==> config.mk <==
export PLATFORM = sky130hd
export DESIGN_NAME = fifo_rd_stream
export DESIGN_NICKNAME = d
export VERILOG_FILES = /design/src/rtl/fifo_rd_stream.sv
export SDC_FILE = /design/constraint.sdc
export NUM_CORES = 1
export LEC_CHECK = 0
export CAP_MARGIN = 0
export CORE_ASPECT_RATIO = 0.7
export CORE_MARGIN = 2
export CORE_UTILIZATION = 40
export DETAILED_ROUTE_END_ITERATION = 10
export PLACE_DENSITY = 0.65
export SLEW_MARGIN = 20
export SYNTH_ARGS = -nofsm -noshare
export SYNTH_HDL_FRONTEND = slang
export SYNTH_SLANG_ARGS = --single-unit
==> constraint.sdc <==
create_clock -name rclk -period 2.2 [get_ports rclk]
set_input_delay 0.33 -clock rclk [delete_from_list [all_inputs] [get_ports rclk]]
set_output_delay 0.33 -clock rclk [all_outputs]
set_load 0.01 [all_outputs]
==> src/rtl/fifo_rd_stream.sv <==
// Read-side output stage of the async FIFO: pops words from the FIFO memory into a
// 2-entry skid buffer and presents them on a registered valid/ready stream.
module fifo_rd_stream #(
    parameter int DSIZE = 8,
    parameter int CNT_W = 16
) (
    input  logic             rclk,
    input  logic             rrst,
    input  logic             rempty,
    input  logic [DSIZE-1:0] rdata,
    output logic             rinc,
    input  logic             flush,
    output logic             m_valid,
    output logic [DSIZE-1:0] m_data,
    input  logic             m_ready,
    output logic [1:0]       level,
    output logic [CNT_W-1:0] xfer_cnt
);

    // Stream handshake: a word transfers on any rising edge where m_valid and m_ready
    // are both high; once raised, m_valid/m_data hold until that transfer or a flush.
    logic [DSIZE-1:0] ent0;
    logic [DSIZE-1:0] ent1;
    logic             pop;
    logic             push;

    // The pop request looks only at registered occupancy, so m_ready never reaches rinc.
    assign rinc    = ~rrst & ~rempty & ~flush & (level != 2'd2);
    assign m_valid = (level != 2'd0);
    assign m_data  = ent0;
    assign pop     = m_valid & m_ready;
    assign push    = rinc;

    always_ff @(posedge rclk or posedge rrst) begin
        if (rrst) begin
            ent0     <= '0;
            ent1     <= '0;
            level    <= 2'd0;
            xfer_cnt <= '0;
        end else begin
            if (pop) begin
                xfer_cnt <= xfer_cnt + 1'b1;
            end
            if (flush) begin
                level <= 2'd0;
            end else begin
                unique case ({push, pop})
                    2'b01: begin
                        ent0  <= ent1;
                        level <= level - 2'd1;
                    end
                    2'b10: begin
                        if (level == 2'd0) begin
                            ent0 <= rdata;
                        end else begin
                            ent1 <= rdata;
                        end
                        level <= level + 2'd1;
                    end
                    // Push needs level<2 and pop needs level>0, so this is level 1.
                    2'b11: begin
                        ent0 <= rdata;
                    end
                    default: begin
                    end
                endcase
            end
        end
    end

endmodule

## Word level (Yosys, flattened, before mapping)

Cells that the tools add are included.

- $add $sub $neg: 3
- Reduce and logical (&&, ||, !) cells: 6
- Equal/unequal tests: 5
- Mux-type cells: 4
- Bitwise operators: 8

Operators by type and width:

| cell | count |
|---|---|
| 8-bit case mux with 3 select lines | 1 |
| 16-bit by 1-bit adder with 16-bit output, second input constant | 1 |
| 8-bit 2-to-1 mux | 1 |
| 3-bit AND reduction | 2 |
| 3-bit nonzero test | 2 |
| 1-bit bitwise AND | 4 |
| 2-bit equality test, second input constant | 2 |
| 2-bit != test, second input constant | 2 |
| 1-bit inverter | 4 |
| 2-bit case mux with 2 select lines | 1 |
| 2-bit by 1-bit adder with 2-bit output, second input constant | 1 |
| 2-bit by 1-bit equality test with 1-bit output, second input constant | 1 |
| 2-bit logical NOT | 1 |
| 2-bit 2-to-1 mux | 1 |
| 2-bit nonzero test | 1 |
| 2-bit by 1-bit subtractor with 2-bit output, second input constant | 1 |

- Flip-flop bits (word level): 34
- Logic and storage cells: 30
- Output and inout port bits: 28

## Depth between registers and ports, before layout

Gate-level depths: netlist (run 1).

- Word-level depth: 7
- Mapped depth: 5

## Least setup slack after synthesis (run 1)

OpenSTA, ideal clock, no wires.

- Path kind: register to register
- Start point: register level[1]
- End point: register ent1[0]
- Required time: 2.075 ns
- Setup slack: 0.440 ns
- Cell stages (with the launch flop): 5
- Buffers on the path: 0
- Arrival time: 1.635 ns
- Path through: dfrtp_1 nor2b_1 or3_4 nor3_4 mux2_2

- Word-level cells in the longest chain between the ends: 4

Ends and longest elaborated chain:

| what | line | RTL |
|---|---|---|
| from (decl) | 16 | `output logic [1:0] level,` |
| from (signal assigned) | 50 | `level <= level - 2'd1;` |
| from (signal assigned) | 58 | `level <= level + 2'd1;` |
| 2-bit != test or 2-bit nonzero test (tied branches) | 28, 29 |  |
| 1-bit bitwise AND, on equally long branches | 28, 31 |  |
| 2-bit equality test | 47 | `unique case ({push, pop})` |
| 3-bit AND reduction (no line) * | - |  |
| to (signal assigned) | 56 | `ent1 <= rdata;` |
| to (decl) | 23 | `logic [DSIZE-1:0] ent1;` |

Every way passes the cells marked *; elsewhere a longest branch is shown, timed or not.
A chain may end at the register's enable or synchronous reset.

## Worst setup path in the final report (run 1)

Ends and elaborated chain as after synthesis.

==> qor.yml, run 1 <==
timing:
  fin_tns_setup_ns: 0
  rsz0062_at_grt: "no"
  slew_viol_final: 0
  hold_violations: 0
  fin_skew_ns: 0.00658
  period_needed_ns: 1.89
  tightest_slew_ns: 0.610
  fmax_ghz: 0.530
  maxSlewHeadroom: 0.589
  timing.final.crit_share: 0.858
  finalSetupViolations: 0
synth:
  yosysTopAreaCellShare: 0.557
  syn_nets: 143
  syn_area_per_cell_um2: 11.8
  synth-xor-area-share: 0.0918
  synth_warnings: 0
  ys_seq_elements: 34
  seq_area_frac_synth: 0.557
  synthSimpleGateAreaFrac: 0.150
  synth_top_family_by_area: "simple AND/OR/NAND/NOR gates"
  synthMuxAreaShare: 0.118
  synthTopCellsByArea: "dfrtp_1 56%, xnor2_1 6.3%, mux2i_1 5.9%"
  syn-cell-area_um2: 1530
  synth_top_area_cell: "dfrtp_1"
  syn_inst: 129
  synth_fa_ha_area_frac: 0.00820
  yosysUniqueCellTypes: 32
  synth-compound-area-share: 0.0590
route:
  vias: 1125
  wl_per_cell_um: 13.4
  detail-route-antenna-nets: 0
  wirelength_um: 3110
  drt_iter0_markers: 84
  vias_per_cell: 4.85
  route.detailed.drc: 0
  dr.pass1.iters: 4
status:
  status: "finished, final reports clean"
worst_setup_path:
  cpPeakStageDelay_ns: 0.44
  r2r_slack_ns: 0.31
  critPathArrivalTime_ns: 2.05
  worstPathCellList: "nor2b_1 > or3_4 > buf_4 > nor3_4 > buf_12 > mux2_2"
  reg2reg_to: "ent1[0]$_DFFE_PP0P_"
  r2r_start: "level[1]$_DFFE_PP0P_"
  critPathKind: "reg2reg"
  crit_fanout: 8
  crit_buf_inv: 2
  setup.worst_path.end_class: "flip-flop"
  cp_top_family: "simple AND/OR/NAND/NOR gates"
  critical-path-slowest-cell: "dfrtp_2"
  ff2ff_path_depth: 6
  critPathRequiredTime_ns: 2.36
  start_kind: "flip-flop"
clocking:
  clk_latency_ns: 0.28
  root_buffer: "clkbuf_8"
  clock_path_buffers: 2
  cts_setup_buffers: 0
  htreeDepth: 2
  clock_sink_count: 34
  cts_tree: "built"
  clk_pin_slew_worst_paths_ns: 0.06
  cts_made_buffers: 5
layout:
  syn_to_final_growth_pct: 40.0
  fillers: 299
  instances_no_fill: 232
  layout.nets: 195
  diodes: 0
  layout-drive-gt1-share: 0.148
floorplanning:
  die_h_um: 55.7
  fp.dieW_um: 77.8
  fp.coreArea_um2: 3580
  num_rows: 18
  start_util: 0.426
  io_pins: 41
  die-area_um2: 4330
placement:
  dpl.cell_count: 224
  gp_congestion: 0.804
  dp.final_hpwl_um: 2280
  io_buffers: 40
global_routing:
  grt_max_degree: 35
  antenna_found_initial: 0
  grt_pass1_vias: 1142
  grt_use_total: 0.157
  grt_pass1_wl_um: 5260
  overflow: 0
worst_hold_path:
  holdPathEnd: "xfer_cnt[15]$_DFFE_PP0P_"
  holdPathStages: 1
  worst_hold_startpoint: "xfer_cnt[15]$_DFFE_PP0P_"
  hold_path_class: "reg2reg"
job:
  drv_cap: 0
pwr:
  leakage_uw: 0.000984
  total_power_uw: 1650
  power_density_nw_per_um2: 771
  vdd_drop_max_mv: 0.524
[cell usage in the layout (no fill, tap or decap), drive strengths merged, types with 2 or more instances in the layout]
cell	count
clkdlybuf4s50	39
xnor2	11
nor3	2
clkbuf	7
a21oi	10
mux2	8
mux2i	9
nor2	13
nand4	2
xor2	5
dfrtp	34
nand2	9
inv	3
nand3	3
or3	2
buf	7
and4	2
nor3b	2
[through the flow]
step / util / area, µm² / hold slack [ns] / setup WS, ns
5_1_grt: 0.597 / 2140 / 0.511 / 0.224
4_1_cts: 0.596 / 2130 / 0.489 / 0.00816
6_report: 0.597 / 2140 / 0.478 / 0.313
2_1_floorplan: - / 1530 / 0.393 / 0.440
3_5_place_dp: 0.570 / 2040 / 0.465 / 0.0601
3_3_place_gp: 0.570 / 2040 / 0.464 / 0.0927
[cell families after synthesis]
kind of cell | count (synthesis)
buffers and inverters | 5
XOR/XNOR | 16
multiplexers | 17
AND/OR/NAND/NOR | 42
adder cells (fa/ha/maj) | 1
AO/OA/AOI/OAI | 14
flip-flops | 34
[flip-flops by register name, summed over array words and instances (netlist names)]
signal / cells
level: 2
ent1: 8
xfer_cnt: 16
m_data: 8
[layer usage]
layer | routed length, µm | share of wire | global-route usage
met1 | 1440 | 0.46 | 0.206
met2 | 1490 | 0.48 | 0.240
met3 | 127 | 0.041 | 0.0406
met4 | 59 | 0.019 | 0.0842
met5 | 0 | 0 | 0
[report_power, final]
part	internal, µW	leakage (µW)	total (µW)	switching, µW
combinational	231	0.000503	387	156
sequential	723	0.000432	801	77.9
clock	252	0.0000482	459	207
total	1210	0.000984	1650	441
[synthesized netlist by cell type, drive strengths merged]
cell,number
o21bai,1
xnor2,11
nor3,2
o311ai,1
or2,1
nor2,13
nor4,1
nand2,9
nand3,3
nor4b,1
xor2,5
a21oi,10
o21a,1
buf,2
and3,1
mux2,8
dfrtp,34
nor2b,1
or4,1
nand4,2
ha,1
or3,2
o21ai,1
mux2i,9
nand2b,1
nor3b,2
and4,2
inv,3
[worst max-delay path by stage]
stage                     depth (start not counted)                     to                  from  slack [ns]
after floorplan                                   4    ent1[0]$_DFFE_PP0P_  level[1]$_DFFE_PP0P_        0.44
after global placement                            4                   rinc                rempty        0.09
after detailed placement                          6    ent1[6]$_DFFE_PP0P_                rempty        0.06
after CTS                                         4                   rinc  level[1]$_DFFE_PP0P_       0.008
after global routing                              6  m_data[0]$_DFFE_PP0P_                  rrst        0.22
final                                             6    ent1[0]$_DFFE_PP0P_  level[1]$_DFFE_PP0P_        0.31
[cell type report]
| cell class | instances | area (µm²) | area share |
|---|---|---|---|
| Sequential cell | 34 | 852 | 0.399 |
| Multi-Input combinational cell | 90 | 652 | 0.305 |
| Timing Repair Buffer | 47 | 468 | 0.219 |
| Clock buffer | 7 | 86.3 | 0.0404 |
| Tap cell | 50 | 62.6 | 0.0293 |
| Inverter | 3 | 11.3 | 0.00527 |
| Clock inverter | 1 | 5.00 | 0.00234 |
[timing repair]
action                     in CTS  in global routing
setup endpoints to repair       1                  1
resized for setup               1                  1
gates cloned                    0                  0
hold endpoints to repair        0                  0
hold buffers                    0                  0
Power figures use the tool's default switching activity.
==> run 2: changes to the inputs <==
Clock period 2.2 ns to 1.9 ns, I/O delays scaled along.
==> qor.yml, run 2 (synthesis results as in run 1) <==
clocking:
  clock_sink_count: 34  # unchanged
  clk_latency_ns: 0.27  # about the same
  clk_pin_slew_worst_paths_ns: 0.07  # about the same
  root_buffer: "clkbuf_8"
  clock_path_buffers: 2  # unchanged
  htreeDepth: 2  # unchanged
  cts_made_buffers: 5  # unchanged
  cts_setup_buffers: 0  # unchanged
  cts_tree: "built"
route:
  vias: 1135  # +0.89%
  vias_per_cell: 4.75  # -2.1%
  wl_per_cell_um: 13.5  # +0.48%
  route.detailed.drc: 0  # unchanged
  detail-route-antenna-nets: 0  # unchanged
  drt_iter0_markers: 48  # -43%
  dr.pass1.iters: 4  # unchanged
  wirelength_um: 3220  # +3.5%
layout:
  largest_register: "xfer_cnt"
  layout_common_cells: "38 x clkdlybuf4s50_1, 34 x dfrtp_1, 13 x nor2_1, 12 x buf_4, 11 x xnor2_1"
  largest_reg_flops: 16  # unchanged
  layout.nets: 203  # +4.1%
  seq_area_um2: 851  # -0.15%
  syn_to_final_growth_pct: 44.2
  fillers: 289  # -3.3%
  final_common_cell: "clkdlybuf4s50_1"
  postLayoutCellArea_um2: 2200  # +3.0%
  diodes: 0  # unchanged
  layout-drive-gt1-share: 0.175  # +0.0263
  multi_input_area_um2: 652  # unchanged
global_routing:
  grt_max_degree: 31  # -11%
  overflow: 0  # unchanged
  grt_pass1_vias: 1115  # -2.4%
  grt_pass1_wl_um: 5530  # +5.3%
  grt_use_total: 0.164  # +0.00626
  antenna_found_initial: 0  # unchanged
placement:
  place_ws_ns: -0.165  # -0.225 ns
  gp_congestion: 0.757  # -5.8%
  io_buffers: 40  # unchanged
  dp.final_hpwl_um: 2420  # +5.9%
  placed_area_um2: 2130  # +4.2%
timing:
  fmax_ghz: 0.580  # +9.4%
  maxSlewHeadroom: 0.605  # +0.0161
  hold_violations: 0  # unchanged
  timing.final.crit_share: 0.907  # +0.0498
  fin_skew_ns: 0.00781  # +0.00124 ns
  worst_slack_ns: 0.176  # -0.137 ns
  rsz0062_at_grt: "no"
  tightest_slew_ns: 0.587  # -0.0239 ns
  finalSetupViolations: 0  # unchanged
  period_needed_ns: 1.72  # -0.163 ns
  slew_viol_final: 0  # unchanged
pwr:
  power_density_nw_per_um2: 851  # +10%
  vdd_drop_max_mv: 0.569  # +8.6%
  total_power_uw: 1870  # +14%
  leakage_uw: 0.00102  # +4.0%
floorplanning:
  die_h_um: 55.7  # unchanged
  die-area_um2: 4330  # unchanged
  io_pins: 41  # unchanged
  num_rows: 18  # unchanged
  fp.coreArea_um2: 3580  # unchanged
  fp.dieW_um: 77.8  # unchanged
  start_util: 0.426  # unchanged
worst_setup_path:
  critPathArrivalTime_ns: 1.88  # -0.17 ns
  setup.worst_path.end_class: "flip-flop"
  critPathKind: "reg2reg"
  crit_fanout: 8  # unchanged
  critPathRequiredTime_ns: 2.05  # -0.31 ns
  start_kind: "flip-flop"
status:
  status: "finished, final reports clean"
worst_hold_path:
  hold_path_class: "in2async"
job:
  drv_cap: 0  # unchanged
## run 2: worst paths after layout
| path | to | slack [ns] | cells after the start | start |
|---|---|---|---|---|
| setup reg to reg | ent1[4]$_DFFE_PP0P_ | 0.18 | 5 | level[1]$_DFFE_PP0P_ |
| hold reg to reg | xfer_cnt[15]$_DFFE_PP0P_ | 0.48 | 1 | xfer_cnt[15]$_DFFE_PP0P_ |
| setup / recovery | ent1[4]$_DFFE_PP0P_ | 0.18 | 5 | level[1]$_DFFE_PP0P_ |
| max in group asynchronous | xfer_cnt[13]$_DFFE_PP0P_ | 1.06 | 4 | rrst |
| hold / removal | ent1[0]$_DFFE_PP0P_ | 0.40 | 3 | rrst |
| min in group rclk | xfer_cnt[15]$_DFFE_PP0P_ | 0.48 | 1 | xfer_cnt[15]$_DFFE_PP0P_ |
## run 2: metrics by stage
stage	hold WS, ns	setup TNS, ns	util	cells
2_1_floorplan	0.348	0	-	129
3_3_place_gp	0.460	-0.701	0.594	232
3_5_place_dp	0.469	-1.18	0.594	232
4_1_cts	0.397	0	0.615	239
5_1_grt	0.441	0	0.615	239
6_report	0.403	0	0.615	239
## run 2: cell type report
type                            instances  area share
Multi-Input combinational cell         90       0.296
Clock buffer                            7      0.0347
Inverter                                3     0.00512
Sequential cell                        34       0.387
Tap cell                               50      0.0284
Timing Repair Buffer                   55       0.249
## run 2: worst max-delay path: stages, from the launching register on
cell and delay [ns]:
dfrtp_1 0.37, nor2b_1 0.16, or3_4 0.37, nor3_4 0.21, buf_12 0.15, mux2_2 0.34
## run 2: power by group
group | leakage [µW] | switching [µW] | internal (µW)
Sequential | 0.000434 | 91.1 | 838
Clock | 0.0000383 | 230 | 252
Combinational | 0.000551 | 182 | 281
Total | 0.00102 | 502 | 1370
## run 2: repair_timing
| action | in CTS | in global routing |
|---|---|---|
| setup endpoints to repair | 1 | 2 |
| gates resized for setup | 1 | 3 |
| hold buffers | 0 | 0 |
## run 2: per-layer routing
| metal | share of wire | GRT usage | vias up |
|---|---|---|---|
| met1 | 0.50 | 0.233 | 541 |
| met5 | 0 | 0 | - |
| met3 | 0.041 | 0.0471 | 5 |
| met4 | 0.014 | 0.0612 | 0 |
| li1 | - | - | 567 |
| met2 | 0.44 | 0.235 | 22 |
